$ cat src/rtl/freq_gate_meter.sv
// Gate-window frequency meter: differences a free-running edge count over fixed gate windows.
// Optional FREQ_AVG_EN macro averages four consecutive window deltas into one result.
module freq_gate_meter #(
  parameter int GATE_CYCLES = 50000
) (
  input  logic        clk,
  input  logic        rst,
  input  logic        en,
  input  logic [15:0] cnt_in,
  output logic [15:0] freq_out,
  output logic        freq_valid,
  input  logic        freq_ready,
  output logic        overrun
);
  localparam int DATA_W = 16;
  localparam int GW     = $clog2(GATE_CYCLES);

  localparam logic [1:0] S_IDLE  = 2'd0;
  localparam logic [1:0] S_PRIME = 2'd1;
  localparam logic [1:0] S_RUN   = 2'd2;

  // Modulo-2^16 difference absorbs a wrap of the upstream counter.
  function automatic logic [DATA_W-1:0] wrap_delta(input logic [DATA_W-1:0] now_v,
                                                   input logic [DATA_W-1:0] then_v);
    return now_v - then_v;
  endfunction

`ifdef FREQ_AVG_EN
  function automatic logic [DATA_W-1:0] avg4(input logic [DATA_W+1:0] sum_v);
    return sum_v[DATA_W+1:2];
  endfunction
`endif

  logic [1:0]        state_q, state_d;
  logic [GW-1:0]     gcnt_q, gcnt_d;
  logic [DATA_W-1:0] prev_cnt_q, prev_cnt_d;
  logic [DATA_W-1:0] freq_out_q, freq_out_d;
  logic              freq_valid_q, freq_valid_d;
  logic              overrun_q, overrun_d;
  logic              tick, new_res;
  logic [DATA_W-1:0] delta, res_val;
`ifdef FREQ_AVG_EN
  logic [DATA_W+1:0] acc_q, acc_d, acc_sum;
  logic [1:0]        sub_q, sub_d;
`endif

  always_comb begin
    state_d      = state_q;
    gcnt_d       = gcnt_q;
    prev_cnt_d   = prev_cnt_q;
    freq_out_d   = freq_out_q;
    freq_valid_d = freq_valid_q;
    overrun_d    = overrun_q;
    new_res      = 1'b0;
    res_val      = '0;
    delta        = wrap_delta(cnt_in, prev_cnt_q);
    tick         = (state_q != S_IDLE) && (gcnt_q == GW'(GATE_CYCLES - 1));
`ifdef FREQ_AVG_EN
    acc_d        = acc_q;
    sub_d        = sub_q;
    acc_sum      = acc_q + {2'b00, delta};
`endif

    if (!en) begin
      state_d = S_IDLE;
      gcnt_d  = '0;
    end else begin
      case (state_q)
        S_IDLE: begin
          state_d = S_PRIME;
          gcnt_d  = '0;
`ifdef FREQ_AVG_EN
          acc_d   = '0;
          sub_d   = 2'd0;
`endif
        end
        S_PRIME: begin
          gcnt_d = tick ? '0 : gcnt_q + 1'b1;
          if (tick) begin
            prev_cnt_d = cnt_in;
            state_d    = S_RUN;
          end
        end
        S_RUN: begin
          gcnt_d = tick ? '0 : gcnt_q + 1'b1;
          if (tick) begin
            prev_cnt_d = cnt_in;
`ifdef FREQ_AVG_EN
            if (sub_q == 2'd3) begin
              new_res = 1'b1;
              res_val = avg4(acc_sum);
              acc_d   = '0;
              sub_d   = 2'd0;
            end else begin
              acc_d = acc_sum;
              sub_d = sub_q + 2'd1;
            end
`else
            new_res = 1'b1;
            res_val = delta;
`endif
          end
        end
        default: begin
          state_d = S_IDLE;
          gcnt_d  = '0;
        end
      endcase
    end

    // A fresh result always wins; it only flags overrun if the old one was still pending.
    if (new_res) begin
      if (freq_valid_q && !freq_ready) overrun_d = 1'b1;
      freq_out_d   = res_val;
      freq_valid_d = 1'b1;
    end else if (freq_valid_q && freq_ready) begin
      freq_valid_d = 1'b0;
    end
  end

  always_ff @(posedge clk) begin
    if (rst) begin
      state_q      <= S_IDLE;
      gcnt_q       <= '0;
      prev_cnt_q   <= '0;
      freq_out_q   <= '0;
      freq_valid_q <= 1'b0;
      overrun_q    <= 1'b0;
`ifdef FREQ_AVG_EN
      acc_q        <= '0;
      sub_q        <= 2'd0;
`endif
    end else begin
      state_q      <= state_d;
      gcnt_q       <= gcnt_d;
      prev_cnt_q   <= prev_cnt_d;
      freq_out_q   <= freq_out_d;
      freq_valid_q <= freq_valid_d;
      overrun_q    <= overrun_d;
`ifdef FREQ_AVG_EN
      acc_q        <= acc_d;
      sub_q        <= sub_d;
`endif
    end
  end

  assign freq_out   = freq_out_q;
  assign freq_valid = freq_valid_q;
  assign overrun    = overrun_q;

endmodule

$ cat config.mk
export PLATFORM = sky130hd
export DESIGN_NAME = freq_gate_meter
export DESIGN_NICKNAME = d
export VERILOG_FILES = /design/src/rtl/freq_gate_meter.sv
export SDC_FILE = /design/constraint.sdc
export NUM_CORES = 1
export LEC_CHECK = 0
export ABC_CLOCK_PERIOD_IN_PS = 4000
export CAP_MARGIN = 5
export CELL_PAD_IN_SITES_DETAIL_PLACEMENT = 1
export CELL_PAD_IN_SITES_GLOBAL_PLACEMENT = 1
export CORE_ASPECT_RATIO = 1.2
export CORE_MARGIN = 1
export CORE_UTILIZATION = 44
export DETAILED_ROUTE_END_ITERATION = 10
export PLACE_DENSITY = 0.85
export SLEW_MARGIN = 10
export SYNTH_ARGS = -nofsm -noshare
export SYNTH_HDL_FRONTEND = slang
export SYNTH_SLANG_ARGS = --single-unit
$ cat constraint.sdc
create_clock -name clk -period 4 [get_ports clk]
set_input_delay 0.8 -clock clk [delete_from_list [all_inputs] [get_ports clk]]
set_output_delay 0.8 -clock clk [all_outputs]
set_load 0.01 [all_outputs]
# Word level (Yosys, flattened, before mapping)
# Cells that the tools add are included.
[classes]
div = 0
shifts = 0
addsub = 2
mux = 10
n_bitwise = 3
n_reduce_logical = 13
order_cmp = 0
eq_ne = 4
n_mul = 0
[ops]
columns = ["cell", "count"]
rows = [
  ["$mux 16", 3],
  ["$add 16x1->16 const B", 1],
  ["$eq 16x16->1 const B", 1],
  ["$sub 16x16->16", 1],
  ["$pmux 2 s3", 1],
  ["$mux 1", 5],
  ["$reduce_and 2->1", 2],
  ["$reduce_bool 2->1", 2],
  ["$reduce_or 2->1", 2],
  ["$reduce_or 4->1", 1],
  ["$logic_and 1x1->1", 3],
  ["$not 1->1", 3],
  ["$reduce_and 3->1", 1],
  ["$eq 2x1->1 const B", 1],
  ["$eq 2x2->1 const B", 1],
  ["$logic_not 2->1", 1],
  ["$mux 2", 1],
  ["$ne 2x2->1 const B", 1],
  ["$logic_not 1->1", 1],
]
[word_totals]
mem_bits_ro = 0
mem_bits_rw = 0
mem_count = 0
input_bits = 20
latchBits = 0
ff_bits = 52
out_inout_bits = 18
wordCells = 38

# Logic depth before layout (Yosys ltp)
[logic_depth]
ltp_word = 6
mapped_depth = 9
ltp_nobuf = 9

# Least setup slack after synthesis
# OpenSTA, ideal clock, no wires.
[synth_path]
path_type = "input port to flip-flop"
start = "in cnt_in[7]"
end = "reg freq_out_q[14] (netlist: freq_out[14])"
required_ns = 3.930
cell_stages = 7
setup_ns = 0.070
arrival_ns = 2.565
setup_slack_ns = 1.365
path_buffers = 0
cell_sequence = "ha_1 a21o_1 a221o_1 a32o_1 o31a_1 or3_1 a21oi_1"
[synth_via]
elab_chain_cells = 4
[synth_rtl]
columns = ["item", "line_no", "text"]
rows = [
  ["start: declaration", "9", "input logic [15:0] cnt_in,"],
  ["$sub 16x16->16", "25", "return now_v - then_v;"],
  ["$mux 16", "86", "if (tick) begin"],
  ["$mux 16", "68", "case (state_q)"],
  ["$mux 16", "64", "if (!en) begin"],
  ["end signal: assignment", "137", "freq_out_q <= freq_out_d;"],
  ["end: declaration", "37", "logic [DATA_W-1:0] freq_out_q, freq_out_d;"],
]
# Every way passes these cells.
# A chain may end at the register's enable or synchronous reset.

# Worst setup path in the final report
[layout_path]
start = "in cnt_in[0]"
end = "reg freq_out_q[14] (netlist: freq_out[14])"
# Same word-level chain as after synthesis.

==> impl_metrics.toml <==
[logic_synthesis]
yosys.area.top_type = "dfxtp_1"
synth_most_common_cell = "nand2_1"
netlist-cell-type-count = 48
ys_warn_count = 0
postSynthCellCount = 346
yosysSeqAreaShare = 0.374
syn_area_um2 = 2780
synth_area_leaders = "dfxtp_1, ha_1, nand2_1"
yosys_register_bits = 52
avgSynthCellArea_um2 = 8.04
synthFlopType = "dfxtp_1"
synth.top_cell.area_share = 0.374
synthArstFlopShare = 0
synth-edff-count = 0
ys_top_cells_by_count = "nand2_1, dfxtp_1, nor2_1, a21oi_1, ha_1"
syn_nets = 388

[route]
antenna_left = 0
via_per_inst = 5.50
drt_iter0_drc = 109
drc_errors = 0
routed-via-count = 2561
wl_um = 7500
detail_route.wl_per_cell_um = 16.1
first_pass_iters = 4

[cells_and_area]
fin_cells = 466
fin_nets = 425
n_antenna_cell = 0
area_delta_synth_final_pct = 20.7
final_layout_size_suffix_gt1_frac = 0.0339

[global_route]
grt_use_total = 0.248
grt_overflow = 0
grt_pass1_wl_um = 12400
grt_pass1_vias = 2716
grt_max_degree = 40
antenna_found_initial = 0

[timing]
finalSetupTns_ps = 0
rsz0062_at_grt = "no"
slew_viol_final = 0
worst_pin_slew_ps = 843
period_needed_ps = 3030
fmax_mhz = 329
finalClockSkew_ps = 6.34
hold_viol = 0
whs_ps = 451
setup_viol = 0
finalCritPeriodShare = 0.759
slew_headroom = 0.430

[setup_path]
path_class = "in2reg"
startpoint = "cnt_in[0]"
r2r_setup_slack_ps = 1240
critical_path.max_stage_delay_ps = 470
crit_path_end = "freq_out[14]"
r2r-end = "freq_out[13]"
critPathSlowestCell = "clkdlybuf4s50_1"
cp_data_arrival_time_ps = 3290
crit_path_cell_trace = "clkdlybuf4s50_1 > inv_1 > ha_1 > fa_1 > nor2b_1 > o2111ai_1 > a211oi_1 > nor4_1 > or3_1 > a21oi_1"
r2r_cells = 8
r2r-start = "state_q[0]"
crit_required_ps = 4250
cp_top_family = "compound AO/OA/AOI/OAI gates"
cp_num_buf_inv = 2
endpoint_kind = "register"
cp_num_cells = 10
cp-start-kind = "primary input"
cp_max_fo = 3

[power]
p_leak_nw = 1.13
p_per_area_nw_per_um2 = 305
ir_worst_vdd_mv = 0.200
clkPwrFrac = 0.379
swShare = 0.240
seq_power_share = 0.508
comb_power_share = 0.113
p_int_mw = 0.777
switchingPower_mw = 0.246

[clock_tree]
clockRootBuffer = "clkbuf_8"
cts_resized = 0
cts_made_buffers = 5
cts-htree-levels = 2
cts_tree = "done"
clk_pin_slew_worst_paths_ps = 100
cts.path.max_buffers = 2
post_cts_buffers = 0
cts_sinks = 52
clock_latency_ps = 310
cts_hold_buf = 0

[die]
die_w_um = 74.6
ios = 38
die_height_um = 89.1
row_count = 31
core_um2 = 6050
start_util = 0.459
dieArea_um2 = 6640

[placement]
place_inst = 458
dp_hpwl_um = 5570
port_buffers = 37
gp_congestion = 0.802

[run_status]
run_status = "completed"

[min_path]
hp-class = "reg2reg"

[job]
cap_violations = 0
-- power groups by stage --
stage | combinational [mW] | sequential (mW) | clock (mW)
3_5_place_dp | 0.113 | 0.532 | 0
3_3_place_gp | 0.109 | 0.532 | 0
5_1_grt | 0.127 | 0.521 | 0.415
4_1_cts | 0.115 | 0.520 | 0.398
6_report | 0.116 | 0.520 | 0.388
2_1_floorplan | 0.0714 | 0.532 | 0
-- sequential cells by signal, summed over array words and instances, names as in the netlist --
name,cells
prev_cnt_q,16
freq_out,16
overrun,1
state_q,2
freq_valid,1
gcnt_q,16
-- per-stage QoR --
step | setup WS, ps | utilization | area [um^2] | total power, mW
4_1_cts | 968 | 0.555 | 3360 | 1.03
6_report | 965 | 0.555 | 3360 | 1.02
2_1_floorplan | 1360 | - | 2780 | 0.603
5_1_grt | 794 | 0.555 | 3360 | 1.06
3_5_place_dp | 645 | 0.535 | 3240 | 0.645
3_3_place_gp | 739 | 0.535 | 3240 | 0.641
-- logic make-up after synthesis --
group / after synthesis / share of synthesized area
buffers and inverters: 30 / 0.0414
xor gates and xnor gates: 22 / 0.0693
muxes: 2 / 0.00720
and+or+nand+nor: 146 / 0.247
DFF: 52 / 0.374
adders and majority gates: 22 / 0.102
AOI/OAI and AO/OA: 72 / 0.159
-- layer usage --
| layer | part of all wire | global-route usage | up-vias |
|---|---|---|---|
| li1 | - | - | 1251 |
| met4 | 0.026 | 0.0995 | 0 |
| met5 | 0 | 0 | - |
| met1 | 0.41 | 0.262 | 1253 |
| met2 | 0.54 | 0.477 | 40 |
| met3 | 0.019 | 0.0428 | 17 |
-- worst min-delay path by stage --
stage,from,to,slack [ps],cells past startpoint
3_3_place_gp,gcnt_q[0],gcnt_q[0],430,1
2_1_floorplan,gcnt_q[0],gcnt_q[0],420,1
3_5_place_dp,gcnt_q[0],gcnt_q[0],440,1
4_1_cts,gcnt_q[0],gcnt_q[0],460,1
6_report,gcnt_q[0],gcnt_q[0],450,1
5_1_grt,prev_cnt_q[11],prev_cnt_q[11],490,2
-- cells in the final DEF (no fill, tap or decap), types with 7 or more instances in the layout --
cell type         n
clkdlybuf4s50_1  37
nand2b_1          7
inv_1            20
dfxtp_1          52
xnor2_1          13
xor2_1            9
nand2_1          59
ha_1             21
a21oi_1          36
nand3_1           8
nor2_1           37
-- worst register-to-register path: stages, from the launching register on --
cell      delay [ps]
dfxtp_1          410
inv_1             90
ha_1             230
nor4_1           460
nand2_1          130
nor4bb_1         750
buf_4            280
nand2b_1         160
o21ai_1          190
-- final cells by class --
cell class	instances	area (um^2)
inverters	20	75.1
flip-flops and latches	52	1040
multi-input cells	264	1620
fillers	759	2690
clock buffers	6	82.6
repair buffers	40	393
well taps	82	103
clock inverters	2	38.8
No activity file was read; power rests on OpenSTA's default activity.
